==> config.mk <==
export PLATFORM = sky130hd
export DESIGN_NAME = uart_mem_dump_flat
export DESIGN_NICKNAME = d
export VERILOG_FILES = /design/src/rtl/uart_dump_pkg.sv /design/src/rtl/uart_mem_dump_if.sv /design/src/rtl/uart_tx_byte.sv /design/src/rtl/uart_mem_dump.sv /design/src/flat_wrapper.sv
export SDC_FILE = /design/constraint.sdc
export NUM_CORES = 1
export LEC_CHECK = 0
export BUFFER_PORTS_ARGS = -buffer_cell sky130_fd_sc_hd__buf_4
export CAP_MARGIN = 40
export CORE_UTILIZATION = 35
export CTS_CLUSTER_SIZE = 20
export DETAILED_ROUTE_END_ITERATION = 16
export GPL_TIMING_DRIVEN = 0
export MAX_ROUTING_LAYER = met4
export SYNTH_ARGS = -nofsm -noshare
export SYNTH_HDL_FRONTEND = slang
export SYNTH_SLANG_ARGS = --single-unit
==> constraint.sdc <==
create_clock -name clk -period 2.47 [get_ports clk]
set_input_delay 0.3705 -clock clk [delete_from_list [all_inputs] [get_ports clk]]
set_output_delay 0.3705 -clock clk [all_outputs]
set_load 0.005 [all_outputs]
==> src/rtl/uart_dump_pkg.sv <==
// rtl/uart_dump_pkg.sv - shared states, frame constants and baud divider for the UART memory dumper
package uart_dump_pkg;

  typedef enum logic [2:0] {
    ST_IDLE,
    ST_FETCH,
    ST_WAIT,
    ST_SEND,
    ST_FIN
  } state_e;

  localparam logic START_BIT      = 1'b0;
  localparam logic STOP_BIT       = 1'b1;
  localparam int   BITS_PER_FRAME = 10;
  localparam int   BYTES_PER_WORD = 4;

  function automatic int clks_per_bit(input int clk_hz, input int baud);
    return clk_hz / baud;
  endfunction

endpackage

==> src/rtl/uart_mem_dump_if.sv <==
// rtl/uart_mem_dump_if.sv - request, RAM read port and serial output bundle of the memory dumper
interface uart_mem_dump_if #(
  parameter int ADR_W = 14
);
  logic             start;
  logic [ADR_W-1:0] base_addr;
  logic [ADR_W:0]   word_count;
  logic [ADR_W-1:0] mem_adr;
  logic             mem_ren;
  logic [31:0]      mem_dat;
  logic             tx;
  logic             busy;
  logic             done;

  modport master (
    output start, base_addr, word_count, mem_dat,
    input  mem_adr, mem_ren, tx, busy, done
  );

  modport slave (
    input  start, base_addr, word_count, mem_dat,
    output mem_adr, mem_ren, tx, busy, done
  );
endinterface

==> src/rtl/uart_tx_byte.sv <==
// rtl/uart_tx_byte.sv - 8N1 byte transmitter; ready rises in the last stop-bit cycle so bytes chain gap-free
module uart_tx_byte
  import uart_dump_pkg::*;
#(
  parameter int CLKS_PER_BIT = 78
) (
  input  logic       clk,
  input  logic       rst,
  input  logic [7:0] data_i,
  input  logic       valid_i,
  output logic       ready_o,
  output logic       tx_o
);
  localparam int CNT_W = $clog2(CLKS_PER_BIT + 1);

  logic                      active_q, active_d;
  logic [BITS_PER_FRAME-1:0] shift_q, shift_d;
  logic [3:0]                bit_cnt_q, bit_cnt_d;
  logic [CNT_W-1:0]          baud_cnt_q, baud_cnt_d;
  logic                      baud_end, frame_end;

  assign baud_end  = active_q && (baud_cnt_q == CNT_W'(CLKS_PER_BIT - 1));
  assign frame_end = baud_end && (bit_cnt_q == 4'(BITS_PER_FRAME - 1));
  assign ready_o   = !active_q || frame_end;
  assign tx_o      = active_q ? shift_q[0] : STOP_BIT;

  always_comb begin
    active_d   = active_q;
    shift_d    = shift_q;
    bit_cnt_d  = bit_cnt_q;
    baud_cnt_d = baud_cnt_q;
    if (active_q) begin
      if (baud_end) begin
        baud_cnt_d = '0;
        bit_cnt_d  = bit_cnt_q + 4'd1;
        shift_d    = {STOP_BIT, shift_q[BITS_PER_FRAME-1:1]};
        if (frame_end) active_d = 1'b0;
      end else begin
        baud_cnt_d = baud_cnt_q + CNT_W'(1);
      end
    end
    if (valid_i && ready_o) begin
      active_d   = 1'b1;
      shift_d    = {STOP_BIT, data_i, START_BIT};
      bit_cnt_d  = '0;
      baud_cnt_d = '0;
    end
  end

  always_ff @(posedge clk) begin
    if (rst) begin
      active_q   <= 1'b0;
      shift_q    <= '0;
      bit_cnt_q  <= '0;
      baud_cnt_q <= '0;
    end else begin
      active_q   <= active_d;
      shift_q    <= shift_d;
      bit_cnt_q  <= bit_cnt_d;
      baud_cnt_q <= baud_cnt_d;
    end
  end
endmodule

==> src/rtl/uart_mem_dump.sv <==
// rtl/uart_mem_dump.sv - streams a range of 32-bit RAM words out of a UART, LSB byte first
// Optional trailing XOR checksum byte with UART_DUMP_CHECKSUM_EN defined.
module uart_mem_dump
  import uart_dump_pkg::*;
#(
  parameter int CLK_HZ = 10000000,
  parameter int BAUD   = 128000,
  parameter int ADR_W  = 14
) (
  input logic            clk,
  input logic            rst,
  uart_mem_dump_if.slave bus
);
  localparam int             CPB      = clks_per_bit(CLK_HZ, BAUD);
  localparam logic [2:0]     LAST_IDX = 3'(BYTES_PER_WORD - 1);
  localparam logic [ADR_W-1:0] ADR_ONE = ADR_W'(1);
  localparam logic [ADR_W:0]   CNT_ONE = (ADR_W+1)'(1);

  state_e           state_q, state_d;
  logic [ADR_W-1:0] next_adr_q, next_adr_d;
  logic [ADR_W-1:0] last_adr_q, last_adr_d;
  logic [ADR_W:0]   words_left_q, words_left_d;
  logic [23:0]      upper_q, upper_d;
  logic [2:0]       byte_idx_q, byte_idx_d;
  logic             tx_valid, tx_ready, ren;
  logic [7:0]       tx_data;
  logic [ADR_W-1:0] adr;
`ifdef UART_DUMP_CHECKSUM_EN
  logic [7:0]       chk_q, chk_d;
`endif

  uart_tx_byte #(.CLKS_PER_BIT(CPB)) u_tx (
    .clk    (clk),
    .rst    (rst),
    .data_i (tx_data),
    .valid_i(tx_valid),
    .ready_o(tx_ready),
    .tx_o   (bus.tx)
  );

  assign bus.mem_ren = ren;
  assign bus.mem_adr = adr;
  assign bus.busy    = (state_q != ST_IDLE) && (state_q != ST_FIN);
  assign bus.done    = (state_q == ST_FIN);

  always_comb begin
    state_d      = state_q;
    next_adr_d   = next_adr_q;
    last_adr_d   = last_adr_q;
    words_left_d = words_left_q;
    upper_d      = upper_q;
    byte_idx_d   = byte_idx_q;
    tx_valid     = 1'b0;
    tx_data      = 8'h00;
    ren          = 1'b0;
    adr          = last_adr_q;
`ifdef UART_DUMP_CHECKSUM_EN
    chk_d        = chk_q;
`endif
    case (state_q)
      ST_IDLE: if (bus.start) begin
        next_adr_d   = bus.base_addr;
        words_left_d = bus.word_count;
`ifdef UART_DUMP_CHECKSUM_EN
        chk_d        = 8'h00;
        if (bus.word_count == '0) begin
          tx_valid   = 1'b1;
          byte_idx_d = 3'd4;
          state_d    = ST_SEND;
        end else state_d = ST_FETCH;
`else
        state_d = (bus.word_count == '0) ? ST_FIN : ST_FETCH;
`endif
      end
      ST_FETCH: begin
        ren          = 1'b1;
        adr          = next_adr_q;
        last_adr_d   = next_adr_q;
        next_adr_d   = next_adr_q + ADR_ONE;
        words_left_d = words_left_q - CNT_ONE;
        state_d      = ST_WAIT;
      end
      // Byte 0 is loaded straight from the RAM so tx falls on the first SEND cycle.
      ST_WAIT: begin
        upper_d    = bus.mem_dat[31:8];
        tx_valid   = 1'b1;
        tx_data    = bus.mem_dat[7:0];
        byte_idx_d = 3'd0;
        state_d    = ST_SEND;
`ifdef UART_DUMP_CHECKSUM_EN
        chk_d      = chk_q ^ bus.mem_dat[7:0];
`endif
      end
      ST_SEND: if (tx_ready) begin
        if (byte_idx_q < LAST_IDX) begin
          tx_valid = 1'b1;
          case (byte_idx_q)
            3'd0:    tx_data = upper_q[7:0];
            3'd1:    tx_data = upper_q[15:8];
            default: tx_data = upper_q[23:16];
          endcase
          byte_idx_d = byte_idx_q + 3'd1;
`ifdef UART_DUMP_CHECKSUM_EN
          chk_d      = chk_q ^ tx_data;
`endif
        end else if (byte_idx_q == LAST_IDX && words_left_q != '0) begin
          state_d = ST_FETCH;
`ifdef UART_DUMP_CHECKSUM_EN
        end else if (byte_idx_q == LAST_IDX) begin
          tx_valid   = 1'b1;
          tx_data    = chk_q;
          byte_idx_d = 3'd4;
`endif
        end else begin
          state_d = ST_FIN;
        end
      end
      ST_FIN:  state_d = ST_IDLE;
      default: state_d = ST_IDLE;
    endcase
  end

  always_ff @(posedge clk) begin
    if (rst) begin
      state_q      <= ST_IDLE;
      next_adr_q   <= '0;
      last_adr_q   <= '0;
      words_left_q <= '0;
      upper_q      <= '0;
      byte_idx_q   <= '0;
`ifdef UART_DUMP_CHECKSUM_EN
      chk_q        <= '0;
`endif
    end else begin
      state_q      <= state_d;
      next_adr_q   <= next_adr_d;
      last_adr_q   <= last_adr_d;
      words_left_q <= words_left_d;
      upper_q      <= upper_d;
      byte_idx_q   <= byte_idx_d;
`ifdef UART_DUMP_CHECKSUM_EN
      chk_q        <= chk_d;
`endif
    end
  end
endmodule

==> src/flat_wrapper.sv <==
// flat-port wrapper written by rule: the top's interface ports become plain ports
module uart_mem_dump_flat import uart_dump_pkg::*;
#(
  parameter int CLK_HZ = 10000000,
  parameter int BAUD   = 128000,
  parameter int ADR_W  = 14
)
  (clk, rst, bus_start, bus_base_addr, bus_word_count, bus_mem_dat, bus_mem_adr, bus_mem_ren, bus_tx, bus_busy, bus_done);
  uart_mem_dump_if #(.ADR_W(ADR_W)) bus_i ();
  input logic clk;
  input logic rst;
  input wire logic [$bits(bus_i.start)-1:0] bus_start;
  input wire logic [$bits(bus_i.base_addr)-1:0] bus_base_addr;
  input wire logic [$bits(bus_i.word_count)-1:0] bus_word_count;
  input wire logic [$bits(bus_i.mem_dat)-1:0] bus_mem_dat;
  output wire logic [$bits(bus_i.mem_adr)-1:0] bus_mem_adr;
  output wire logic [$bits(bus_i.mem_ren)-1:0] bus_mem_ren;
  output wire logic [$bits(bus_i.tx)-1:0] bus_tx;
  output wire logic [$bits(bus_i.busy)-1:0] bus_busy;
  output wire logic [$bits(bus_i.done)-1:0] bus_done;
  assign bus_i.start = bus_start;
  assign bus_i.base_addr = bus_base_addr;
  assign bus_i.word_count = bus_word_count;
  assign bus_i.mem_dat = bus_mem_dat;
  assign bus_mem_adr = bus_i.mem_adr;
  assign bus_mem_ren = bus_i.mem_ren;
  assign bus_tx = bus_i.tx;
  assign bus_busy = bus_i.busy;
  assign bus_done = bus_i.done;
  uart_mem_dump #(.CLK_HZ(CLK_HZ), .BAUD(BAUD), .ADR_W(ADR_W)) u_core (.clk(clk), .rst(rst), .bus(bus_i));
endmodule
==> impl_metrics.tcl <==
set metrics [dict create \
    syn_to_final_growth_pct 24.7 \
    wl_per_cell_um 14.8 \
    synth-edff-count 0 \
    rsz0062_at_grt "true" \
    ff2ff_setup_slack_ns 0.30 \
    slew_headroom_pct 56.7 \
    irDropWorstVdd_mv 0.357 \
    port_buffers 80 \
    vias 4467 \
    fin_util_pct 45.1 \
    grt_start_max_net_pins 18 \
    diodes 0 \
    postLayoutCellArea_um2 5720 \
    period_needed_ns 2.36 \
    clk_latency_ns 0.36 \
    max_freq_mhz 423 \
    gr-usage-met2_pct 32.0 \
    clock_path_buffers 2 \
    ant_nets 0 \
    finalNetCount 751 \
    routed_wl_um 12700 \
    grt_use_met1_pct 26.2 \
    drive_above_1_share_pct 17.7 \
    dpl.hpwl_um 9330 \
    synth_area_leaders "dfxtp_1, nand2_1, a21oi_1, nor2_1, o21ai_0" \
    cts_tree "yes" \
    syn_area_per_cell_um2 7.81 \
    synth_top_area_cell "dfxtp_1" \
    row_count 41 \
    drc 0 \
    placedInstanceArea_um2 5400 \
    die_h_um 116 \
    ys_async_sr_fraction_pct 0 \
    dr.pass1.iters 5 \
    die_area_um2 13600 \
    critPathCaptureType "output port" \
    hp-class "in -> reg" \
    ys.flop_type "dfxtp_1" \
    clock_tree.root_cell "clkbuf_16" \
    synth.distinct_cells 56 \
    skew_ns 0.00778 \
    dieWidth_um 116 \
    ys_seq_area_share_pct 41.5 \
    coreArea_um2 12700 \
    syn-instance-count 587 \
    maxSlewViolCount 0 \
    synth.net_count 661 \
    grt-ovfl-total 0 \
    cp_data_arrival_time_ns 1.99 \
    status "finished clean" \
    min_period_over_period_pct 95.7 \
    busiest_layer "met2" \
    drt-initial-drc-count 262 \
    grtUsageMet3_pct 2.96 \
    crit_fanout 10 \
    initial_core_util_pct 36.2 \
    cts.sinks 95 \
    antenna_found_initial 0 \
    grt_usage_pct 20.5 \
    setup_violations 0 \
    tns_ns 0 \
    synthesis.area_um2 4580 \
    yosysMostFrequentCell "nand2_1" \
    synth_warnings 0 \
    htree_levels 3 \
    pre_cts_slack_ns 0.286 \
    clk_pin_slew_ns 0.07 \
    worst_slew_pin_slew_ns 0.649 \
    vias_per_cell 5.23 \
    worstPathRequired_ns 2.10 \
    cts_setup_buffers 0 \
    hold_viol_final 0 \
    synth-seq-cells 95 \
    yosys.area.top_type_share_pct 41.5 \
    place.gp.congestion 0.879 \
    power_density_nw_per_um2 1000 \
    cts_buffers 9 \
    worstSetupPathType "reg -> out" \
    maxCapViolCount 0 \
    timing.hold.ws_ns 0.259 \
    grt_pass1_wl_um 20800 \
    layout_setup_ws_ns 0.105 \
    io_pins 82 \
    ys_top_cells_by_count "nand2_1, dfxtp_1, a21oi_1" \
    grt_pass1_vias 4264 \
    start_kind "flop" \
    p_leak_nw 2.28 \
]
per-layer routing:
| metal | wire length [µm] | part of all wire [%] |
|---|---|---|
| met4 | 245 | 1.9 |
| met2 | 5930 | 47 |
| met1 | 6070 | 48 |
| met3 | 418 | 3.3 |
| met5 | 0 | 0 |
worst max-delay path, stage by stage (launching register included):
cell	delay, ns
dfxtp_1	0.31
buf_4	0.14
or3b_1	0.36
buf_6	0.14
buf_2	0.19
buf_4	0.21
nand2_1	0.09
nand2_1	0.06
buf_4	0.13
cells in the final DEF (no fill, tap or decap), types with 3 or more instances in the layout:
cell	Yosys	routed
ha_1	10	10
clkinv_4	1	5
nor2_1	53	53
xor2_1	5	5
a22oi_1	15	15
nand2_1	115	115
a221oi_1	4	4
or3_1	4	4
nor4_1	7	7
o211ai_1	4	4
clkbuf_16	0	9
mux2i_1	3	3
nand2b_1	6	6
a21o_1	5	5
and3_1	4	4
a22o_1	8	8
inv_1	13	13
a2bb2oi_1	5	5
a211oi_1	6	6
buf_1	6	4
buf_4	3	85
nor3_1	14	14
a21oi_1	74	74
or2_2	3	3
xnor2_1	3	3
nand4_1	8	8
buf_2	9	7
dfxtp_1	95	95
a311oi_1	3	3
a31oi_1	5	5
o21ai_0	26	26
clkbuf_1	20	20
and2_1	3	3
nand3b_1	5	5
nand3_1	15	15
layout make-up:
class | count | area, µm²
inverter | 14 | 57.6
sequential | 95 | 1900
clock buffer | 10 | 239
clock inverter | 6 | 70.1
timing repair buffer | 80 | 601
tap | 172 | 215
multi-input combinational | 438 | 2440
buffer | 39 | 190
fill | 1305 | 6960
report_power, final:
part | switching, W | internal [W] | leakage (nW)
combinational | 0.00125 | 0.000869 | 1.36
clock | 0.000641 | 0.000818 | 0.153
sequential | 0.000262 | 0.00187 | 0.774
total | 0.00216 | 0.00356 | 2.28
flip-flops by register name, summed over array words and instances (netlist names):
| register | flops |
|---|---|
| u_core.upper_q | 24 |
| u_core.words_left_q | 15 |
| u_core.last_adr_q | 14 |
| u_core.next_adr_q | 14 |
| u_core.u_tx.shift_q | 10 |
| u_core.u_tx.baud_cnt_q | 7 |
| u_core.u_tx.bit_cnt_q | 4 |
| u_core.byte_idx_q | 3 |
| u_core.state_q | 3 |
| u_core.u_tx.active_q | 1 |
worst paths after layout:
kind,from,to,cells after the start
worst max register to register,u_core.byte_idx_q[1],u_core.u_tx.shift_q[1],9
worst min register to register,u_core.upper_q[19],u_core.upper_q[19],2
worst max-delay path,u_core.state_q[0],bus_mem_adr[1],8
worst min-delay path,bus_mem_dat[12],u_core.upper_q[4],3
cell families after synthesis:
family	after synthesis	share of synthesized area, %
AOI/OAI and AO/OA	170	23.6
adders and majority gates	10	2.73
muxes	4	0.901
DFF	95	41.5
xor gates and xnor gates	8	1.53
buffers and inverters	54	5.22
and+or+nand+nor	246	24.5
through the flow:
stage	std cells	power (W)
final	854	0.00571
after global routing	854	0.00611
after CTS	854	0.00571
after detailed placement	839	0.00426
after global placement	839	0.00421
after floorplan	587	0.00359
timing repair:
action	in CTS	in global routing
hold buffers	0	0
endpoints found under the setup margin	13	13
hold endpoints to repair	0	0
resized for setup	3	5
pin swaps	0	0
Power figures use the tool's default switching activity.
